==> src/rtl/ar_tag_remap_unit.sv <==
// ar_tag_remap_unit
//   AR-path front stage of the reorder buffer. Every accepted AXI AR request
//   is given the lowest-numbered free internal tag. Its original {ID, LEN} is
//   stored in a tag table indexed by that tag, and the request is forwarded
//   with its ID replaced by the tag (zero-extended).
//   The R-path reads the table via lk_tag_i and returns tags via rel_*.
//
// Configuration macro:
//   AR_REMAP_STALL_CNT_EN - adds stall_cnt_o, a saturating count of cycles
//                           where a request waits because no tag is free.
//
// Ports:
//   clk, rst            clock, asynchronous active-high reset
//   in_valid_i/ready_o  upstream AR handshake; in_* are the AR fields
//   out_valid_o/ready_i downstream AR handshake; out_* are registered fields
//   rel_valid_i/tag_i   tag release pulse from the R path (no ready)
//   lk_tag_i            table lookup index; lk_orig_id_o / lk_len_o are
//                       combinational reads of that entry
//   free_cnt_o          number of free tags
//   rel_err_o           sticky: a release named a tag that was not busy
//   stall_cnt_o         (optional) exhausted-pool stall cycles, saturating
module ar_tag_remap_unit #(
   parameter int ID_WIDTH    = 4,
   parameter int ADDR_WIDTH  = 32,
   parameter int LEN_WIDTH   = 8,
   parameter int SIZE_WIDTH  = 3,
   parameter int BURST_WIDTH = 2,
   parameter int QOS_WIDTH   = 4,
   parameter int NUM_TAGS    = 8,
   parameter int TAG_W       = $clog2(NUM_TAGS),
   parameter int CNT_W       = $clog2(NUM_TAGS + 1)
) (
   input  logic                   clk,
   input  logic                   rst,
   input  logic                   in_valid_i,
   output logic                   in_ready_o,
   input  logic [ID_WIDTH-1:0]    in_id_i,
   input  logic [ADDR_WIDTH-1:0]  in_addr_i,
   input  logic [LEN_WIDTH-1:0]   in_len_i,
   input  logic [SIZE_WIDTH-1:0]  in_size_i,
   input  logic [BURST_WIDTH-1:0] in_burst_i,
   input  logic [QOS_WIDTH-1:0]   in_qos_i,
   output logic                   out_valid_o,
   input  logic                   out_ready_i,
   output logic [ID_WIDTH-1:0]    out_id_o,
   output logic [ADDR_WIDTH-1:0]  out_addr_o,
   output logic [LEN_WIDTH-1:0]   out_len_o,
   output logic [SIZE_WIDTH-1:0]  out_size_o,
   output logic [BURST_WIDTH-1:0] out_burst_o,
   output logic [QOS_WIDTH-1:0]   out_qos_o,
   input  logic                   rel_valid_i,
   input  logic [TAG_W-1:0]       rel_tag_i,
   input  logic [TAG_W-1:0]       lk_tag_i,
   output logic [ID_WIDTH-1:0]    lk_orig_id_o,
   output logic [LEN_WIDTH-1:0]   lk_len_o,
`ifdef AR_REMAP_STALL_CNT_EN
   output logic [15:0]            stall_cnt_o,
`endif
   output logic [CNT_W-1:0]       free_cnt_o,
   output logic                   rel_err_o
);

   logic [NUM_TAGS-1:0]  busy_q, busy_d;
   logic [ID_WIDTH-1:0]  tbl_id_q  [NUM_TAGS];
   logic [LEN_WIDTH-1:0] tbl_len_q [NUM_TAGS];
   logic [CNT_W-1:0]     free_cnt_q, free_cnt_d;
   logic                 rel_err_q, rel_err_d;
   logic                 out_valid_q;

   logic                 have_free_s;
   logic [TAG_W-1:0]     sel_s;
   logic                 accept_s;
   logic                 rel_busy_s;
   logic                 rel_hit_s;

   // Priority encoder: scanning downward lets the lowest free index win last.
   always_comb begin
      have_free_s = 1'b0;
      sel_s       = '0;
      for (int i = NUM_TAGS - 1; i >= 0; i--) begin
         if (!busy_q[i]) begin
            have_free_s = 1'b1;
            sel_s       = TAG_W'(i);
         end else begin
            have_free_s = have_free_s;
         end
      end
   end

   assign in_ready_o = have_free_s & (~out_valid_q | out_ready_i);
   assign accept_s   = in_valid_i & in_ready_o;

   // Busy bit of the released tag; a tag number outside the pool matches nothing and reads as free.
   always_comb begin
      rel_busy_s = 1'b0;
      for (int i = 0; i < NUM_TAGS; i++) begin
         if (rel_tag_i == TAG_W'(i)) begin
            rel_busy_s = busy_q[i];
         end else begin
            rel_busy_s = rel_busy_s;
         end
      end
   end

   assign rel_hit_s = rel_valid_i & rel_busy_s;

   // Next busy map, free count and error flag. The allocated tag is free and the
   // released tag busy, so the two updates never touch the same bit.
   always_comb begin
      busy_d = busy_q;
      if (rel_hit_s) begin
         busy_d[rel_tag_i] = 1'b0;
      end else begin
         busy_d = busy_d;
      end
      if (accept_s) begin
         busy_d[sel_s] = 1'b1;
      end else begin
         busy_d = busy_d;
      end
      free_cnt_d = free_cnt_q + CNT_W'(rel_hit_s) - CNT_W'(accept_s);
      rel_err_d  = rel_err_q | (rel_valid_i & ~rel_busy_s);
   end

   // Tag bookkeeping registers.
   always_ff @(posedge clk or posedge rst) begin
      if (rst) begin
         busy_q     <= '0;
         free_cnt_q <= CNT_W'(NUM_TAGS);
         rel_err_q  <= 1'b0;
      end else begin
         busy_q     <= busy_d;
         free_cnt_q <= free_cnt_d;
         rel_err_q  <= rel_err_d;
      end
   end

   // Output holding register: load on accept, drop valid once consumed.
   always_ff @(posedge clk or posedge rst) begin
      if (rst) begin
         out_valid_q <= 1'b0;
         out_id_o    <= '0;
         out_addr_o  <= '0;
         out_len_o   <= '0;
         out_size_o  <= '0;
         out_burst_o <= '0;
         out_qos_o   <= '0;
      end else if (accept_s) begin
         out_valid_q <= 1'b1;
         out_id_o    <= ID_WIDTH'(sel_s);
         out_addr_o  <= in_addr_i;
         out_len_o   <= in_len_i;
         out_size_o  <= in_size_i;
         out_burst_o <= in_burst_i;
         out_qos_o   <= in_qos_i;
      end else if (out_ready_i) begin
         out_valid_q <= 1'b0;
      end else begin
         out_valid_q <= out_valid_q;
      end
   end

   // Tag table; contents are meaningful only while the tag is busy, so no reset.
   always_ff @(posedge clk) begin
      if (accept_s) begin
         tbl_id_q[sel_s]  <= in_id_i;
         tbl_len_q[sel_s] <= in_len_i;
      end else begin
         tbl_id_q[sel_s]  <= tbl_id_q[sel_s];
         tbl_len_q[sel_s] <= tbl_len_q[sel_s];
      end
   end

   // Combinational table read; an index outside the pool reads zero.
   always_comb begin
      lk_orig_id_o = '0;
      lk_len_o     = '0;
      for (int i = 0; i < NUM_TAGS; i++) begin
         if (lk_tag_i == TAG_W'(i)) begin
            lk_orig_id_o = tbl_id_q[i];
            lk_len_o     = tbl_len_q[i];
         end else begin
            lk_len_o = lk_len_o;
         end
      end
   end

   assign out_valid_o = out_valid_q;
   assign free_cnt_o  = free_cnt_q;
   assign rel_err_o   = rel_err_q;

`ifdef AR_REMAP_STALL_CNT_EN
   logic [15:0] stall_cnt_q;

   // Saturating count of cycles where a request waits on an exhausted pool.
   always_ff @(posedge clk or posedge rst) begin
      if (rst) begin
         stall_cnt_q <= 16'h0000;
      end else if (in_valid_i && !have_free_s && (stall_cnt_q != 16'hFFFF)) begin
         stall_cnt_q <= stall_cnt_q + 16'h0001;
      end else begin
         stall_cnt_q <= stall_cnt_q;
      end
   end

   assign stall_cnt_o = stall_cnt_q;
`endif

endmodule

==> config.mk <==
export PLATFORM = sky130hd
export DESIGN_NAME = ar_tag_remap_unit
export DESIGN_NICKNAME = d
export VERILOG_FILES = /design/src/rtl/ar_tag_remap_unit.sv
export SDC_FILE = /design/constraint.sdc
export NUM_CORES = 1
export LEC_CHECK = 0
export CAP_MARGIN = 25
export CORE_ASPECT_RATIO = 0.6
export CORE_MARGIN = 10
export CORE_UTILIZATION = 40
export CTS_CLUSTER_SIZE = 28
export DETAILED_ROUTE_END_ITERATION = 10
export GPL_TIMING_DRIVEN = 0
export SETUP_SLACK_MARGIN = 0.2
export SKIP_CTS_REPAIR_TIMING = 1
export SLEW_MARGIN = 15
export SYNTH_ARGS = -nofsm -noshare
export SYNTH_HDL_FRONTEND = slang
export SYNTH_SLANG_ARGS = --single-unit
==> constraint.sdc <==
create_clock -name clk -period 2.9 [get_ports clk]
set_input_delay 0.435 -clock clk [delete_from_list [all_inputs] [get_ports clk]]
set_output_delay 0.435 -clock clk [all_outputs]
set_load 0.02 [all_outputs]
==> impl_metrics.json <==
{
  "status": "finished, final reports clean",
  "fin_skew_ns": 0.0128,
  "area_growth_pct": 33.7,
  "ant_nets": 0,
  "seq_area_frac_synth_pct": 65.3,
  "die_area_sq_um": 23200,
  "final_cell_mix": "clkdlybuf4s50_1, edfxtp_1, dfrtp_1",
  "synth_area_sq_um": 6950,
  "grt_pass1_vias": 4908,
  "crit_arrival_ns": 2.13,
  "drv_cap": 0,
  "post-route-min-period_ns": 2.57,
  "required_ns": 2.47,
  "slew_viol_final": 0,
  "synth_area_per_cell_sq_um": 14.6,
  "ys_ff_latch": 162,
  "post_drt_via_cell_ratio": 5.23,
  "synthesis.nets": 546,
  "ys_types": 50,
  "die_x_um": 190,
  "dr.first_iter.drc_count": 525,
  "cts.root.buffer_cell": "clkbuf_16",
  "cts_made_buffers": 17,
  "totalWireLength_um": 19100,
  "insertion_delay_ns": 0.42,
  "nNetsFinal": 703,
  "critPathMaxStageDelay_ns": 0.58,
  "io_pins": 136,
  "async_reset_ff_share_pct": 40.7,
  "initial_utilization_pct": 40.7,
  "die_y_um": 122,
  "num_vias": 4612,
  "timing.hold.ws_ns": 0.368,
  "dp_hpwl_um": 13300,
  "timing.final.ws_setup_ns": 0.331,
  "syn_inst": 477,
  "gp_congestion": 0.839,
  "endpoint_kind": "primary output",
  "wl_per_cell_um": 21.7,
  "max-vdd-ir-drop_v": 0.000357,
  "clock_path_buffers": 2,
  "p_leak_nw": 3.57,
  "grt.total_usage_pct": 16.7,
  "cp_cell_sequence": "buf_2 -> clkbuf_1 -> o32ai_1 -> and2_1 -> a221oi_1 -> dlymetal6s2s_1",
  "antenna_found_initial": 0,
  "p_total_mw": 6.79,
  "drc": 0,
  "utilization_pct": 54.4,
  "num_rows": 37,
  "criticalPathCategory": "in -> out",
  "yosysWarnings": 0,
  "grt_first_pass_wirelength_um": 29100,
  "synth_edf_count": 96,
  "path_max_fanout": 10,
  "grt.overflow.total": 0,
  "final_layout_size_suffix_gt1_share_pct": 22.4,
  "slowest_stage": "clkbuf_1",
  "relSlewSlack_pct": 44.5,
  "clkSlewWorstSetupHoldPaths_ns": 0.06,
  "fin_crit_sh_pct": 88.6,
  "cts_num_sinks": 162,
  "finalHoldViolations": 0,
  "dominantRegCellSynth": "edfxtp_1",
  "hold_path.class": "in -> async",
  "rsz0062_at_grt": "false",
  "pre_cts_ws_ns": -0.758,
  "h-tree-depth": 4,
  "first_pass_iters": 4,
  "startpoint_type": "input port",
  "p_per_area_nw_per_um2": 730,
  "fmax_mhz": 389,
  "cts_tree": "built",
  "layout_commonest_cell": "clkdlybuf4s50_1",
  "antennaDiodeCount": 0,
  "setup_viol_count_final": 0,
  "numPortBuffers": 131,
  "tns_ns": 0,
  "tightest_slew_ns": 0.831,
  "grt_max_degree": 36,
  "coreArea_sq_um": 17100
}
sequential cells by signal, indices dropped and copies added, names as in the netlist:
register / flops
busy_q: 8
free_cnt_o: 4
out_addr_o: 32
out_burst_o: 2
out_id_o: 3
out_len_o: 8
out_qos_o: 4
out_size_o: 3
out_valid_o: 1
rel_err_o: 1
tbl_id_q: 32
tbl_len_q: 64
stage by stage:
stage | instance area [sq um] | instances
detailed placement | 8640 | 847
global route | 9300 | 881
floorplan | 6950 | 477
finish | 9300 | 881
CTS | 9220 | 879
global placement | 8550 | 842
where the power goes:
| part | switching [mW] | internal, mW |
|---|---|---|
| Clock | 0.901 | 1.29 |
| Combinational | 0.851 | 0.759 |
| Sequential | 0.200 | 2.79 |
cell usage after synthesis (all sizes together), types with 4 or more instances:
master | count | share of area (%)
nor3 | 5 | 0.36
edfxtp | 96 | 41
ha | 4 | 0.72
nor2 | 7 | 0.38
o21ai | 21 | 1.5
nand2b | 9 | 0.81
mux2 | 62 | 10
and2 | 12 | 1.1
o32ai | 11 | 1.4
inv | 12 | 0.65
nor2b | 12 | 1.1
clkbuf | 10 | 0.54
a21oi | 5 | 0.36
a221oi | 11 | 1.4
buf | 19 | 2.0
or2 | 12 | 1.1
o21a | 14 | 1.5
dfrtp | 65 | 23
a211oi | 11 | 1.2
mux2i | 25 | 3.6
nand2 | 22 | 1.2
worst paths after layout:
| kind | from | end | slack [ns] | cells past startpoint |
|---|---|---|---|---|
| min in group clk | rel_err_o | rel_err_o | 0.48 | 2 |
| max in group asynchronous | rst | free_cnt_o[3] | 1.94 | 3 |
| hold / removal | rst | out_addr_o[6] | 0.37 | 2 |
| setup reg to reg | busy_q[7] | free_cnt_o[2] | 0.53 | 10 |
| setup / recovery | lk_tag_i[0] | lk_len_o[5] | 0.33 | 6 |
| hold reg to reg | rel_err_o | rel_err_o | 0.48 | 2 |
layer usage:
metal / GRT usage (%) / up-vias / share of wire, %
met5: 0 / - / 0
met4: 5.19 / 0 / 1.0
met3: 5.22 / 16 / 6.7
met2: 25.7 / 162 / 47
met1: 22.2 / 2319 / 46
li1: - / 2115 / -
area by class of cell:
class                      instances  area, sq um
tap                              234          293
fill                            1391         7790
inverter                          12         47.5
sequential                       162         4540
buffer                            29          204
clock buffer                      19          443
multi-input combinational        274         2230
timing repair buffer             138         1400
clock inverter                    13          134
critical path, delay by kind of cell:
family                 cells  cell delay [ns]
AOI/OAI and AO/OA          2             0.42
buffers and inverters      3             1.09
and+or+nand+nor            1             0.19
logic make-up (layout without fill, tap and decap cells):
| family | after synthesis | in the layout | synth area share (%) |
|---|---|---|---|
| flops | 162 | 162 | 65.3 |
| simple gates | 90 | 90 | 7.20 |
| compound gates | 88 | 88 | 9.27 |
| mux | 87 | 87 | 13.6 |
| buf+inv | 41 | 211 | 3.19 |
| fa+ha+maj | 5 | 5 | 1.01 |
| xor+xnor | 3 | 3 | 0.378 |
| other cells | 1 | 1 | 0.0540 |
No activity file was read; power rests on OpenSTA's default activity.
